### config.mk
export PLATFORM = sky130hd
export DESIGN_NAME = serial_tx_fifo
export DESIGN_NICKNAME = d
export VERILOG_FILES = /design/src/rtl/serial_tx_fifo.sv
export SDC_FILE = /design/constraint.sdc
export NUM_CORES = 1
export LEC_CHECK = 0
export CORE_ASPECT_RATIO = 0.75
export CORE_MARGIN = 2
export CORE_UTILIZATION = 60
export DETAILED_ROUTE_END_ITERATION = 16
export PLACE_DENSITY = 0.84
export REMOVE_ABC_BUFFERS = 1
export SYNTH_ARGS = -nofsm -noshare
export SYNTH_HDL_FRONTEND = slang
export SYNTH_SLANG_ARGS = --single-unit
### constraint.sdc
create_clock -name clock -period 3.61 [get_ports clock]
set_input_delay 0.5415 -clock clock [delete_from_list [all_inputs] [get_ports clock]]
set_output_delay 0.5415 -clock clock [all_outputs]
set_load 0.005 [all_outputs]
### src/rtl/serial_tx_fifo.sv
//==============================================================================
// Module  : serial_tx_fifo
// Brief   : UART transmitter with configurable frame format and input FIFO.
// Revision: 1.0 - initial release
//==============================================================================
`default_nettype none

module serial_tx_fifo #(
    parameter int CLKS_PER_BIT = 417,
    parameter int DATA_BITS    = 8,
    parameter int PARITY       = 0,
    parameter int STOP_BITS    = 1,
    parameter int FIFO_DEPTH   = 16
) (
    input  logic                          clock,
    input  logic                          reset,
    input  logic [DATA_BITS-1:0]          tx_data,
    input  logic                          tx_data_available,
    output logic                          tx_ready,
    input  logic                          tx_enable,
    output logic                          serial_tx,
    output logic                          busy,
    output logic [$clog2(FIFO_DEPTH):0]   fifo_count
);

    localparam int c_ADDR_W = $clog2(FIFO_DEPTH);
    localparam int c_TMR_W  = $clog2(CLKS_PER_BIT);
    localparam int c_BIT_W  = $clog2(DATA_BITS + 1);

    localparam logic [c_ADDR_W:0]    c_FULL      = (c_ADDR_W + 1)'(FIFO_DEPTH);
    localparam logic [c_TMR_W-1:0]   c_LAST_TICK = c_TMR_W'(CLKS_PER_BIT - 1);
    localparam logic [c_BIT_W-1:0]   c_LAST_DATA = c_BIT_W'(DATA_BITS - 1);
    localparam logic [c_BIT_W-1:0]   c_LAST_STOP = c_BIT_W'(STOP_BITS - 1);

    typedef enum logic [2:0] {
        S_IDLE   = 3'd0,
        S_START  = 3'd1,
        S_DATA   = 3'd2,
        S_PARITY = 3'd3,
        S_STOP   = 3'd4
    } state_t;

    logic [DATA_BITS-1:0] r_mem [FIFO_DEPTH];
    logic [c_ADDR_W-1:0]  r_wr_ptr;
    logic [c_ADDR_W-1:0]  r_rd_ptr;
    logic [c_ADDR_W:0]    r_count;

    state_t               r_state;
    logic [c_TMR_W-1:0]   r_timer;
    logic [c_BIT_W-1:0]   r_bit_idx;
    logic [DATA_BITS-1:0] r_shift;
    logic                 r_par_bit;
    logic                 r_serial;

    state_t               w_state_next;
    logic [c_TMR_W-1:0]   w_timer_next;
    logic [c_BIT_W-1:0]   w_bit_next;
    logic [DATA_BITS-1:0] w_shift_next;
    logic                 w_par_next;
    logic                 w_serial_next;
    logic                 w_push;
    logic                 w_pop;
    logic                 w_bit_end;
    logic                 w_can_start;
    logic [DATA_BITS-1:0] w_head;

    assign tx_ready    = !reset && (r_count != c_FULL);
    assign w_push      = tx_data_available && tx_ready;
    assign w_head      = r_mem[r_rd_ptr];
    assign w_bit_end   = (r_timer == c_LAST_TICK);
    assign w_can_start = (r_count != '0) && tx_enable;

    assign serial_tx  = r_serial;
    assign busy       = (r_state != S_IDLE);
    assign fifo_count = r_count;

    always_ff @(posedge clock) begin
        if (w_push) begin
            r_mem[r_wr_ptr] <= tx_data;
        end
    end

    always_ff @(posedge clock) begin
        if (reset) begin
            r_wr_ptr <= '0;
            r_rd_ptr <= '0;
            r_count  <= '0;
        end else begin
            if (w_push) begin
                r_wr_ptr <= r_wr_ptr + 1'b1;
            end
            if (w_pop) begin
                r_rd_ptr <= r_rd_ptr + 1'b1;
            end
            case ({w_push, w_pop})
                2'b10:   r_count <= r_count + 1'b1;
                2'b01:   r_count <= r_count - 1'b1;
                default: r_count <= r_count;
            endcase
        end
    end

    always_ff @(posedge clock) begin
        if (reset) begin
            r_state <= S_IDLE;
        end else begin
            r_state <= w_state_next;
        end
    end

    always_ff @(posedge clock) begin
        if (reset) begin
            r_timer   <= '0;
            r_bit_idx <= '0;
            r_shift   <= '0;
            r_par_bit <= 1'b0;
            r_serial  <= 1'b1;
        end else begin
            r_timer   <= w_timer_next;
            r_bit_idx <= w_bit_next;
            r_shift   <= w_shift_next;
            r_par_bit <= w_par_next;
            r_serial  <= w_serial_next;
        end
    end

    always_comb begin
        w_state_next  = r_state;
        w_timer_next  = w_bit_end ? '0 : r_timer + 1'b1;
        w_bit_next    = r_bit_idx;
        w_shift_next  = r_shift;
        w_par_next    = r_par_bit;
        w_serial_next = r_serial;
        w_pop         = 1'b0;

        case (r_state)
            S_IDLE: begin
                w_timer_next  = '0;
                w_serial_next = 1'b1;
                if (w_can_start) begin
                    w_pop         = 1'b1;
                    w_shift_next  = w_head;
                    w_par_next    = (PARITY == 1) ? ~(^w_head) : (^w_head);
                    w_bit_next    = '0;
                    w_serial_next = 1'b0;
                    w_state_next  = S_START;
                end
            end
            S_START: begin
                if (w_bit_end) begin
                    w_bit_next    = '0;
                    w_serial_next = r_shift[0];
                    w_state_next  = S_DATA;
                end
            end
            S_DATA: begin
                if (w_bit_end) begin
                    if (r_bit_idx == c_LAST_DATA) begin
                        w_bit_next = '0;
                        if (PARITY != 0) begin
                            w_serial_next = r_par_bit;
                            w_state_next  = S_PARITY;
                        end else begin
                            w_serial_next = 1'b1;
                            w_state_next  = S_STOP;
                        end
                    end else begin
                        w_bit_next    = r_bit_idx + 1'b1;
                        w_shift_next  = r_shift >> 1;
                        w_serial_next = r_shift[1];
                    end
                end
            end
            S_PARITY: begin
                if (w_bit_end) begin
                    w_bit_next    = '0;
                    w_serial_next = 1'b1;
                    w_state_next  = S_STOP;
                end
            end
            S_STOP: begin
                if (w_bit_end) begin
                    if (r_bit_idx == c_LAST_STOP) begin
                        // Chain straight into the next start bit when more data is waiting.
                        if (w_can_start) begin
                            w_pop         = 1'b1;
                            w_shift_next  = w_head;
                            w_par_next    = (PARITY == 1) ? ~(^w_head) : (^w_head);
                            w_bit_next    = '0;
                            w_serial_next = 1'b0;
                            w_state_next  = S_START;
                        end else begin
                            w_serial_next = 1'b1;
                            w_state_next  = S_IDLE;
                        end
                    end else begin
                        w_bit_next = r_bit_idx + 1'b1;
                    end
                end
            end
            default: begin
                w_serial_next = 1'b1;
                w_state_next  = S_IDLE;
            end
        endcase
    end

endmodule

`default_nettype wire

==> summary.md <==
Outcome
• finished, final reports clean — run status

Pwr
• 28.0% — switching portion of total power
• 44.0% — Flop pwr share
• 2.63 nW — leakage power
• 35.0% — clock power share
• 21.0% — Comb power frac
• 0.428 mV — VDD IR max
• 3.86 mW — internal power consumption
• 655 nW/um2 — power per cell area
• 5.36 mW — total power consumption of the routed design
• 1.50 mW — switching power

Route
• 14200 um — DRT Wirelength
• 0 — count of nets left with antenna violations after detail routing
• 6.18 — DR vias/cell
• 0 — Post-route DRC
• 5 — number of iterations in the first detailed-routing pass
• 20.4 um — wire per inst
• 434 — Iter 0 DRT Violations
• 4301 — routed vias

Clock tree
• 4 — number of H-tree levels
• 170 — clk sinks
• sky130_fd_sc_hd__clkbuf_16 — CTS Root Cell
• 0 — cts hold-fix bufs
• 420 ps — latest clock arrival within the worst-skew pair
• 70 ps — Clk pin slew, worst setup/hold paths
• 0 — total of cells resized after clock tree synthesis
• 17 — number of clock buffers inserted by TritonCTS
• 2 — Clock Tree Buf Depth
• 0 — number of buffers added for setup after CTS
• yes — CTS tree

Timing
• 0 — number of hold-slack violations in the final timing report
• 0 ps — summed negative setup slack over all endpoints
• 1050 ps — Slew @ Worst Pin
• 9.03 ps — worst clock skew
• 0 — Finish-stage setup viols
• 3180 ps — fin crit period
• 88.1% — crit share post-route
• 0 — final slew viol count
• 29.7% — worst rel slew slack
• no — setup repair after global routing missed its margin
• 314 MHz — maximum frequency from static timing analysis

Run
• 0 — number of max-cap violations

Floorplan
• 130 um — DIE WIDTH
• 98.7 um — die height
• 11600 um2 — core outline area
• 61.7% — starting utilization of the core area
• 20 — I/O pin total
• 34 — placement row count
• 12800 um2 — Total Die Area

Yosys
• 0% — asr flop ratio synth
• 1.96% — Synth Area in XOR/XNOR
• multiplexers — largest family of logic cells by synthesized area
• 5.88% — fraction of the mapped netlist area in compound gates
• 496 — gate count after technology mapping
• 128 — number of flops mapped to enable cells by yosys
• 13.0% — mux cell area share after synthesis
• 1.92% — post-synthesis adder-cell area fraction
• 9.48% — fraction of the mapped netlist area in simple logic gates
• 170 — flops & latches, synth
• 14.4 um2 — synthesized area per cell
• 54 — number of distinct library cell variants in the gate-level netlist after synthesis
• 65.4% — post-synthesis sequential area ratio
• sky130_fd_sc_hd__edfxtp_1 — predominant post-synthesis flop cell
• 7170 um2 — area of the mapped netlist
• 0 — Yosys Warn Count

Worst setup path
• compound AO/OA/AOI/OAI gates — delay-heaviest family, CP
• 3970 ps — required time at the endpoint of the critical path
• reg -> reg — kind of critical path
• 3540 ps — arrival time of data at the critical path endpoint
• 530 ps — delay of the slowest critical-path stage
• sky130_fd_sc_hd__ha_1 — crit-path most repeated cell
• register — launching element type of the critical path
• inv_1, ha_1, or3b_1, o31a_1, nor2_1, ha_1, or2_2, a2111oi_0, o21bai_1, nand4_1 — series of cell instances along the critical path
• 1 — critical path buffer and inverter count
• 10 — Max FO, Critical Path
• register — crit path capture type
• sky130_fd_sc_hd__a2111oi_0 — Critical-path top delay cell

Cells and area
• 4690 um2 — Register Area
• 0 — Ant. Diodes
• 16.7% — share of final-layout standard cells stronger than drive strength 1
• 2310 um2 — Multi-input gate area
• 731 — fillers
• 14.2% — area overhead of the layout relative to synthesis
• 70.5% — Util after Layout
• 544 — net count reported at finish

Place
• 0.861 — last weighted congestion value of the routability-driven placer
• 9020 um — Post-DP HPWL
• 19 — Port Buffers

GRT
• 24.1% — global-route usage over all layers
• 22600 um — global-route wire length before repair
• 0 — antenna violations before repair
• 32 — maximum number of pins on one net before global-route repair
• 0 — total grt overflow
• 4225 — via count of the first global-routing pass

Worst hold path
• reg -> reg — type of the tightest min-delay check

-- registers in the layout, summed over array words and instances, names as in the netlist, named ones only --
signal      cells
fifo_count      5
r_wr_ptr        4
r_bit_idx       4
r_mem         128
r_rd_ptr        4
r_shift         8
serial_tx       1
r_timer         9
r_state         3
-- cell usage after synthesis (2+ instances only) --
| cell | number | share of area (%) |
|---|---|---|
| sky130_fd_sc_hd__edfxtp_1 | 128 | 54 |
| sky130_fd_sc_hd__nor2_1 | 61 | 3.2 |
| sky130_fd_sc_hd__dfxtp_1 | 42 | 12 |
| sky130_fd_sc_hd__mux4_2 | 32 | 10 |
| sky130_fd_sc_hd__nand2_1 | 27 | 1.4 |
| sky130_fd_sc_hd__clkbuf_1 | 22 | 1.2 |
| sky130_fd_sc_hd__mux2i_1 | 19 | 2.7 |
| sky130_fd_sc_hd__a21oi_1 | 15 | 1.0 |
| sky130_fd_sc_hd__inv_1 | 13 | 0.68 |
| sky130_fd_sc_hd__nand3_1 | 13 | 0.91 |
| sky130_fd_sc_hd__o21ai_0 | 13 | 0.91 |
| sky130_fd_sc_hd__ha_1 | 11 | 1.9 |
| sky130_fd_sc_hd__nor3_1 | 10 | 0.70 |
| sky130_fd_sc_hd__xnor2_1 | 8 | 0.98 |
| sky130_fd_sc_hd__xor2_1 | 8 | 0.98 |
| sky130_fd_sc_hd__o221ai_1 | 7 | 0.86 |
| sky130_fd_sc_hd__buf_2 | 4 | 0.28 |
| sky130_fd_sc_hd__nand2b_1 | 4 | 0.35 |
| sky130_fd_sc_hd__nand4_1 | 4 | 0.35 |
| sky130_fd_sc_hd__nand4b_1 | 4 | 0.49 |
| sky130_fd_sc_hd__and3_1 | 3 | 0.26 |
| sky130_fd_sc_hd__nor3b_1 | 3 | 0.31 |
| sky130_fd_sc_hd__o211ai_1 | 3 | 0.31 |
| sky130_fd_sc_hd__or2_2 | 3 | 0.26 |
| sky130_fd_sc_hd__a2111oi_0 | 2 | 0.24 |
| sky130_fd_sc_hd__a211oi_1 | 2 | 0.21 |
| sky130_fd_sc_hd__a31oi_1 | 2 | 0.17 |
| sky130_fd_sc_hd__a32oi_1 | 2 | 0.24 |
| sky130_fd_sc_hd__buf_1 | 2 | 0.10 |
| sky130_fd_sc_hd__nand3b_1 | 2 | 0.21 |
| sky130_fd_sc_hd__nor4_1 | 2 | 0.17 |
| sky130_fd_sc_hd__o21a_1 | 2 | 0.21 |
| sky130_fd_sc_hd__o21bai_1 | 2 | 0.21 |
-- worst reg2reg max path, stage by stage, from the launching register on --
cell and delay [ps]:
sky130_fd_sc_hd__dfxtp_1 340, sky130_fd_sc_hd__inv_1 80, sky130_fd_sc_hd__ha_1 130, sky130_fd_sc_hd__or3b_1 430
sky130_fd_sc_hd__o31a_1 460, sky130_fd_sc_hd__nor2_1 200, sky130_fd_sc_hd__ha_1 380, sky130_fd_sc_hd__or2_2 360
sky130_fd_sc_hd__a2111oi_0 530, sky130_fd_sc_hd__o21bai_1 130, sky130_fd_sc_hd__nand4_1 90
-- kinds of logic (layout without fill, tap and decap cells) --
family,after synthesis,count (layout)
compound gates,61,61
xor+xnor,16,16
fa+ha+maj,11,11
buf+inv,42,80
flops,170,170
mux,53,53
simple gates,143,143
-- layer usage --
| layer | vias up | routed length, um | global-route usage (%) | part of all wire (%) |
|---|---|---|---|---|
| met4 | 0 | 184 | 7.53 | 1.3 |
| met3 | 16 | 1100 | 4.67 | 7.8 |
| met1 | 2141 | 6000 | 35.2 | 42 |
| met5 | - | 0 | 0 | 0 |
| li1 | 1944 | - | - | - |
| met2 | 200 | 6900 | 37.3 | 49 |
-- through the flow --
| stage | hold WS, ps | instance area (um2) | cells | worst slack, ps |
|---|---|---|---|---|
| 2_1_floorplan | 430 | 7050 | 467 | 485 |
| 3_3_place_gp | 445 | 7570 | 664 | 461 |
| 3_5_place_dp | 451 | 7570 | 664 | 370 |
| 4_1_cts | 466 | 8180 | 696 | 470 |
| 5_1_grt | 501 | 8180 | 696 | 215 |
| 6_report | 468 | 8180 | 696 | 429 |
-- power groups by stage --
stage                     clock [mW]  sequential [mW]  combinational [mW]
final                           1.88             2.36                1.12
after global routing            1.97             2.38                1.22
after CTS                       1.89             2.36                1.12
after detailed placement           0             2.40                1.11
after global placement             0             2.39                1.07
after floorplan                    0             2.40               0.721
-- path summary, 6_finish.rpt --
| check | start | endpoint | slack [ps] | cells past startpoint |
|---|---|---|---|---|
| max | r_bit_idx[0]$_SDFFE_PP0P_ | fifo_count[3]$_SDFFE_PP0P_ | 430 | 10 |
| min | r_timer[0]$_SDFF_PP0_ | r_timer[0]$_SDFF_PP0_ | 470 | 1 |
| max reg2reg | r_bit_idx[0]$_SDFFE_PP0P_ | fifo_count[3]$_SDFFE_PP0P_ | 430 | 10 |
| min reg2reg | r_timer[0]$_SDFF_PP0_ | r_timer[0]$_SDFF_PP0_ | 470 | 1 |
-- area by class of cell --
class,count,area share [%]
Timing Repair Buffer,35,3.94
Multi-Input combinational cell,284,28.3
Sequential cell,170,57.3
Inverter,13,0.596
Clock buffer,17,5.20
Clock inverter,15,2.28
Tap cell,162,2.48
-- placed cells by master, fill, tap and decap left out, drive strengths merged, types with 7 or more instances in the layout --
master and count:
clkdlybuf4s50 19, dfxtp 42, nor2 61, o221ai 7, nand3 13, mux2i 19, clkbuf 17, xor2 8
xnor2 8, edfxtp 128, nor3 11, o21ai 14, ha 11, mux4 32, a21oi 15, buf 16
inv 20, nand2 27
No activity file was read; power rests on OpenSTA's default activity.
